<file path="src/rtl/alu_arbiter.sv">
// Two-requester arbiter in front of a shared combinational ALU: round-robin grant,
// lock-based exclusive ownership, a one-cycle registered response and an NZVC flag register.
module alu_arbiter #(
    parameter int WIDTH = 64
) (
    input  logic             clk,
    input  logic             reset,
    input  logic             req0_valid,
    input  logic             req1_valid,
    input  logic [WIDTH-1:0] req0_a,
    input  logic [WIDTH-1:0] req0_b,
    input  logic [WIDTH-1:0] req1_a,
    input  logic [WIDTH-1:0] req1_b,
    input  logic [2:0]       req0_op,
    input  logic [2:0]       req1_op,
    input  logic             req0_setflags,
    input  logic             req1_setflags,
    input  logic             req0_lock,
    input  logic             req1_lock,
    output logic             req0_ready,
    output logic             req1_ready,
    input  logic             stall,
    output logic [WIDTH-1:0] alu_a,
    output logic [WIDTH-1:0] alu_b,
    output logic [2:0]       alu_op,
    input  logic [WIDTH-1:0] alu_result,
    input  logic             alu_negative,
    input  logic             alu_zero,
    input  logic             alu_overflow,
    input  logic             alu_carry_out,
    output logic             rsp_valid,
    output logic             rsp_id,
    output logic [WIDTH-1:0] rsp_data,
    output logic             negative,
    output logic             zero,
    output logic             overflow,
    output logic             carry_out
);

    typedef enum logic [1:0] {
        ST_IDLE = 2'd0,
        ST_OWN0 = 2'd1,
        ST_OWN1 = 2'd2
    } state_t;

    state_t r_state;
    logic   r_rr;
    logic   w_gnt0;
    logic   w_gnt1;
    logic   w_accept;
    logic   w_id;
    logic   w_setflags;
    logic   w_lock;

    // Grant selection: round-robin in IDLE, owner-only while locked
    always_comb begin
        w_gnt0 = 1'b0;
        w_gnt1 = 1'b0;
        case (r_state)
            ST_IDLE: begin
                if (req0_valid && req1_valid) begin
                    if (r_rr) begin
                        w_gnt1 = 1'b1;
                    end else begin
                        w_gnt0 = 1'b1;
                    end
                end else if (req0_valid) begin
                    w_gnt0 = 1'b1;
                end else if (req1_valid) begin
                    w_gnt1 = 1'b1;
                end else begin
                    w_gnt0 = 1'b0;
                    w_gnt1 = 1'b0;
                end
            end
            ST_OWN0: w_gnt0 = req0_valid;
            ST_OWN1: w_gnt1 = req1_valid;
            default: begin
                w_gnt0 = 1'b0;
                w_gnt1 = 1'b0;
            end
        endcase
    end

    assign req0_ready = w_gnt0 & req0_valid & ~stall;
    assign req1_ready = w_gnt1 & req1_valid & ~stall;
    assign w_accept   = req0_ready | req1_ready;
    assign w_id       = req1_ready;
    assign w_setflags = w_id ? req1_setflags : req0_setflags;
    assign w_lock     = w_id ? req1_lock : req0_lock;

    // Requester 0 drives the ALU whenever requester 1 is not the granted one
    assign alu_a  = w_gnt1 ? req1_a  : req0_a;
    assign alu_b  = w_gnt1 ? req1_b  : req0_b;
    assign alu_op = w_gnt1 ? req1_op : req0_op;

    // Ownership FSM, round-robin pointer, response and flag registers
    always_ff @(posedge clk or negedge reset) begin
        if (!reset) begin
            r_state   <= ST_IDLE;
            r_rr      <= 1'b0;
            rsp_valid <= 1'b0;
            rsp_id    <= 1'b0;
            rsp_data  <= '0;
            negative  <= 1'b0;
            zero      <= 1'b0;
            overflow  <= 1'b0;
            carry_out <= 1'b0;
        end else begin
            rsp_valid <= w_accept;
            if (w_accept) begin
                rsp_id   <= w_id;
                rsp_data <= alu_result;
                if (w_setflags) begin
                    negative  <= alu_negative;
                    zero      <= alu_zero;
                    overflow  <= alu_overflow;
                    carry_out <= alu_carry_out;
                end
            end
            // A stalled cycle freezes ownership and the pointer
            if (!stall) begin
                case (r_state)
                    ST_IDLE: begin
                        if (w_accept) begin
                            r_rr <= ~w_id;
                            if (w_lock) begin
                                r_state <= w_id ? ST_OWN1 : ST_OWN0;
                            end
                        end
                    end
                    ST_OWN0: begin
                        if (!req0_lock) begin
                            r_state <= ST_IDLE;
                            r_rr    <= 1'b1;
                        end
                    end
                    ST_OWN1: begin
                        if (!req1_lock) begin
                            r_state <= ST_IDLE;
                            r_rr    <= 1'b0;
                        end
                    end
                    default: r_state <= ST_IDLE;
                endcase
            end
        end
    end

endmodule

</file>
<file path="config.mk">
export PLATFORM = sky130hd
export DESIGN_NAME = alu_arbiter
export DESIGN_NICKNAME = d
export VERILOG_FILES = /design/src/rtl/alu_arbiter.sv
export SDC_FILE = /design/constraint.sdc
export NUM_CORES = 1
export LEC_CHECK = 0
export CAP_MARGIN = 25
export CORE_AREA = 2 2 211 213
export CTS_CLUSTER_DIAMETER = 80
export DETAILED_ROUTE_END_ITERATION = 6
export DIE_AREA = 0 0 213 215
export PLACE_DENSITY = 0.4
export SLEW_MARGIN = 20
export SYNTH_ARGS = -nofsm -noshare
export SYNTH_HDL_FRONTEND = slang
export SYNTH_SLANG_ARGS = --single-unit
</file>
<file path="constraint.sdc">
create_clock -name clk -period 5.7 [get_ports clk]
set_input_delay 0.57 -clock clk [delete_from_list [all_inputs] [get_ports clk]]
set_output_delay 0.57 -clock clk [all_outputs]
set_load 0.005 [all_outputs]
</file>
After elaboration in Yosys (flattened, before gate mapping)
Cells that the tools add are included.

Bitwise operators: 7. Multiplexer cells: 24. Equality and inequality tests: 6. Reductions and logical operators: 6.

Operators by type and width (count): $mux W64 (2); $mux W1 (12); $mux W2 (5); $reduce_and A5 Y1 (2); $ne A2 B2 Y1 const B (4); $pmux W2 S3 (1); $and A1 B1 Y1 (4); $pmux W1 S2 (2); $mux W3 (1); $pmux W1 S3 (1); $reduce_bool A3 Y1 (1); $eq A2 B1 Y1 const B (1); $eq A2 B2 Y1 const B (1); $logic_not A2 Y1 (1); $not A1 Y1 (2); $reduce_and A2 Y1 (1); $logic_and A1 B1 Y1 (1); $or A1 B1 Y1 (1).

Word-level logic and storage cells: 52. Register bits after elaboration: 73. Bits of input ports: 339.

Longest topological paths before layout
Depth after elaboration: 10. Depth in mapped cells: 10. Mapped depth without buffers: 7.

Least setup slack after synthesis
No wires, ideal clock.

Path type: reg-to-output. Start: register r_state[0]. End: output port alu_a[38]. Arrival: 1.837 ns. Required time: 5.130 ns. Stages on the path, launching flop included: 9. Buffers on the path: 3. Slack: 3.293 ns. Cells stage by stage: dfrtp_1 inv_1 ha_1 a31o_1 buf_6 nand2_1 buf_4 buf_6 mux2_2.

Cells in the longest elaborated chain, start to end: 3. Elaborated cells on any way between the ends: 4. Classes of those cells: 1 x eq/ne; 2 x mux; 1 x reduce/logical.

Ends and longest elaborated chain: start, declared (RTL line 46) `state_t r_state;`; start signal, assigned (RTL line 128) `r_state <= w_id ? ST_OWN1 : ST_OWN0;`; $eq A2 B2 Y1 or $logic_not A2 Y1 (tied branches) (RTL line 59) `case (r_state)`; $pmux W1 S2 * (RTL line 59); $mux W64 * (RTL line 93) `assign alu_a = w_gnt1 ? req1_a : req0_a;`; end, declared (RTL line 23) `output logic [WIDTH-1:0] alu_a,`.

Every way passes the cells marked *; elsewhere a longest branch is shown, timed or not.

Worst setup path in the final report
Start: input port req0_valid. End: output port alu_a[45].

Cells in the longest elaborated chain, start to end: 4. Elaborated cells on any way between the ends: 5. Classes of those cells: 4 x mux; 1 x reduce/logical.

Ends and longest elaborated chain: start, declared (RTL line 8) `input logic req0_valid,`; $mux W1 or $logic_and A1 B1 Y1 (tied branches) (RTL line 67, 61); $mux W1 * (RTL line 61) `if (req0_valid && req1_valid) begin`; $pmux W1 S2 * (RTL line 59); $mux W64 * (RTL line 93).

Marks and branches as above.

==> impl_metrics.tcl <==
set metrics [dict create \
    status "finished, final reports clean" \
    die_x_um 213 \
    wirelength_um 34400 \
    grt_max_degree 56 \
    crit_path_max_fanout 36 \
    clockRootBuffer "clkbuf_16" \
    insertion_delay_ns 0.35 \
    ios 542 \
    setup_viol 0 \
    grt_usage 0.144 \
    start_util 0.112 \
    vdd_ir_drop_max_uv 255 \
    tns_ns 0 \
    area_delta_synth_final_pct 131 \
    synth-compound-area-share 0.0491 \
    hold_slack_ns 0.180 \
    avgSynthCellArea_sq_um 13.7 \
    synth_mux_area_frac 0.491 \
    post-route-min-period_ns 3.94 \
    synth_top_family_by_area "multiplexers" \
    reg2reg_depth 8 \
    hold_viol_final 0 \
    drc 0 \
    crit_type "in -> out" \
    antenna_found_initial 28 \
    fillers 4664 \
    dp_hpwl_um 30200 \
    die_y_um 215 \
    num_rows 77 \
    ys_seq_elements 73 \
    rsz0062_at_grt "false" \
    leakage_nw 4.31 \
    yosys.area_share.simple 0.0239 \
    portBuffers 541 \
    place_congestion 0.875 \
    skew_ns 0.00872 \
    cts.path.max_buffers 2 \
    firstDrtPassIters 4 \
    htreeDepth 3 \
    drv_slew 0 \
    synthDistinctLibCells 37 \
    ff_latch_area_sq_mm 0.00183 \
    cp-end-kind "output port" \
    fmax_ghz 0.254 \
    syn-num-nets 699 \
    tightestPinTransition_ns 0.558 \
    maxSlewHeadroom 0.628 \
    final_nets 1233 \
    reg2reg_slack_ns 2.86 \
    cts_setup_buffers 0 \
    grt_pass1_wl_um 45100 \
    cts_resized 0 \
    grt_pass1_vias 5615 \
    postLayoutCoreUtil 0.258 \
    netlist_area_sq_mm 0.00487 \
    arrival_ns 3.37 \
    grt-ovfl-total 0 \
    ant_nets 0 \
    yosysSeqAreaShare 0.375 \
    cap_viol_max_count 0 \
    first_iter_violations 226 \
    vias 5225 \
    synthAdderAreaFrac 0.0103 \
    synth-xor-area-share 0 \
    design_area_sq_mm 0.0112 \
    fp.coreArea_sq_mm 0.0436 \
    via_per_inst 3.49 \
    start_kind "input pin" \
    clkTransAtPathRegs_ns 0.06 \
    cts_num_sinks 73 \
    fin_crit_sh 0.691 \
    yosysWarningCount 0 \
    cts-buffers-inserted 9 \
    cts_hold_buf 0 \
    cts_tree "built" \
    final_layout_size_suffix_gt1_frac 0.249 \
    hp-class "in -> async" \
    wl_per_cell_um 23.0 \
    die-area_sq_mm 0.0458 \
    required_ns 5.13 \
    placed_area_sq_mm 0.0109 \
    p_per_area_mw_per_mm2 372 \
    multi_input_area_sq_mm 0.00280 \
    syn_inst 356 \
]
[worst paths after layout]
path,start,to
worst min-delay path,reset,rsp_data[17]
max in group asynchronous,reset,rsp_data[37]
worst max-delay path,req0_valid,alu_a[45]
worst min register to register,rsp_data[24],rsp_data[24]
worst max register to register,r_state[1],rsp_data[48]
min in group clk,rsp_data[24],rsp_data[24]
[placed cells by master (no fill, tap or decap), types with 2 or more instances in the layout]
master           count
a31oi_1              2
buf_4                6
clkbuf_16            9
clkbuf_8             3
clkdlybuf4s50_1    540
clkinv_2             2
clkinvlp_4           2
dfrtp_1             73
diode_2             12
ha_1                 4
inv_1                5
mux2_2             146
mux2_4              49
nand2_1              5
nand3_1              4
nor2_1               2
nor2b_1              2
o2111ai_1            4
o211a_1              3
o211ai_1             4
o21ai_0              8
o311ai_0             2
[power by group]
group          switching, mW  total (mW)  internal (mW)
logic                  0.894        2.64           1.74
registers              0.148       0.936          0.788
clock network          0.234       0.608          0.374
[through the flow]
stage | setup slack [ns] | std cells | power (mW)
after floorplan | 3.29 | 356 | 2.18
after global placement | 1.76 | 1470 | 3.63
after detailed placement | 1.75 | 1471 | 3.60
after CTS | 1.73 | 1487 | 4.25
after global routing | 1.57 | 1491 | 4.45
final | 1.76 | 1499 | 4.18
[worst max-delay path, stage by stage]
cell and delay, ns:
clkdlybuf4s50_1 0.52, nand2b_4 0.06, a31o_1 0.35, nand2_4 0.44
buf_4 0.52, mux2_2 0.41, clkdlybuf4s50_1 0.46
[sequential cells by signal, indices dropped and copies added (netlist names)]
register / cells
r_rr: 1
r_state: 2
carry_out: 1
rsp_valid: 1
rsp_data: 64
negative: 1
overflow: 1
rsp_id: 1
zero: 1
[layout make-up]
cell class              instances  area share
multi-input cells             252       0.249
flip-flops and latches         73       0.163
inverters                       6     0.00212
diodes                         12     0.00267
well taps                     592      0.0659
repair buffers                548       0.489
clock buffers                  12      0.0237
clock inverters                 4     0.00445
[per-layer routing]
layer | global-route usage | up-vias | share of wire
li1 | - | 2412 | -
met1 | 0.147 | 2440 | 0.35
met3 | 0.0585 | 49 | 0.11
met2 | 0.266 | 316 | 0.51
met5 | 0 | - | 0.0015
met4 | 0.0420 | 8 | 0.021
[synthesized netlist by cell type, drive strengths merged]
library cell  count  share of area
dfrtp            73           0.38
clkbuf            1        0.00077
o22ai             1         0.0013
a21oi             2         0.0044
mux2i             1         0.0021
nand3             4         0.0041
o32a              1         0.0021
o2111ai           4         0.0072
a221o             1         0.0021
a211o             1         0.0018
a31o              1         0.0018
nor3              1         0.0010
nand4             1         0.0013
nor2              2         0.0015
mux2            195           0.49
o211a             3         0.0062
a221oi            1         0.0018
o211ai            4         0.0062
nand2b            2         0.0041
nand4b            1         0.0018
ha                4          0.010
o311ai            2         0.0036
a31oi             2         0.0026
o21ai             8         0.0082
buf              24          0.045
nand3b            1         0.0015
inv               6         0.0046
and2              1         0.0013
nand2             6         0.0046
nor2b             2         0.0026
[logic make-up after synthesis]
| group | count (synthesis) |
|---|---|
| mux | 196 |
| flops | 73 |
| compound gates | 31 |
| buf+inv | 31 |
| simple gates | 21 |
| fa+ha+maj | 4 |
Note: power is estimated with default switching activity, not from simulation.
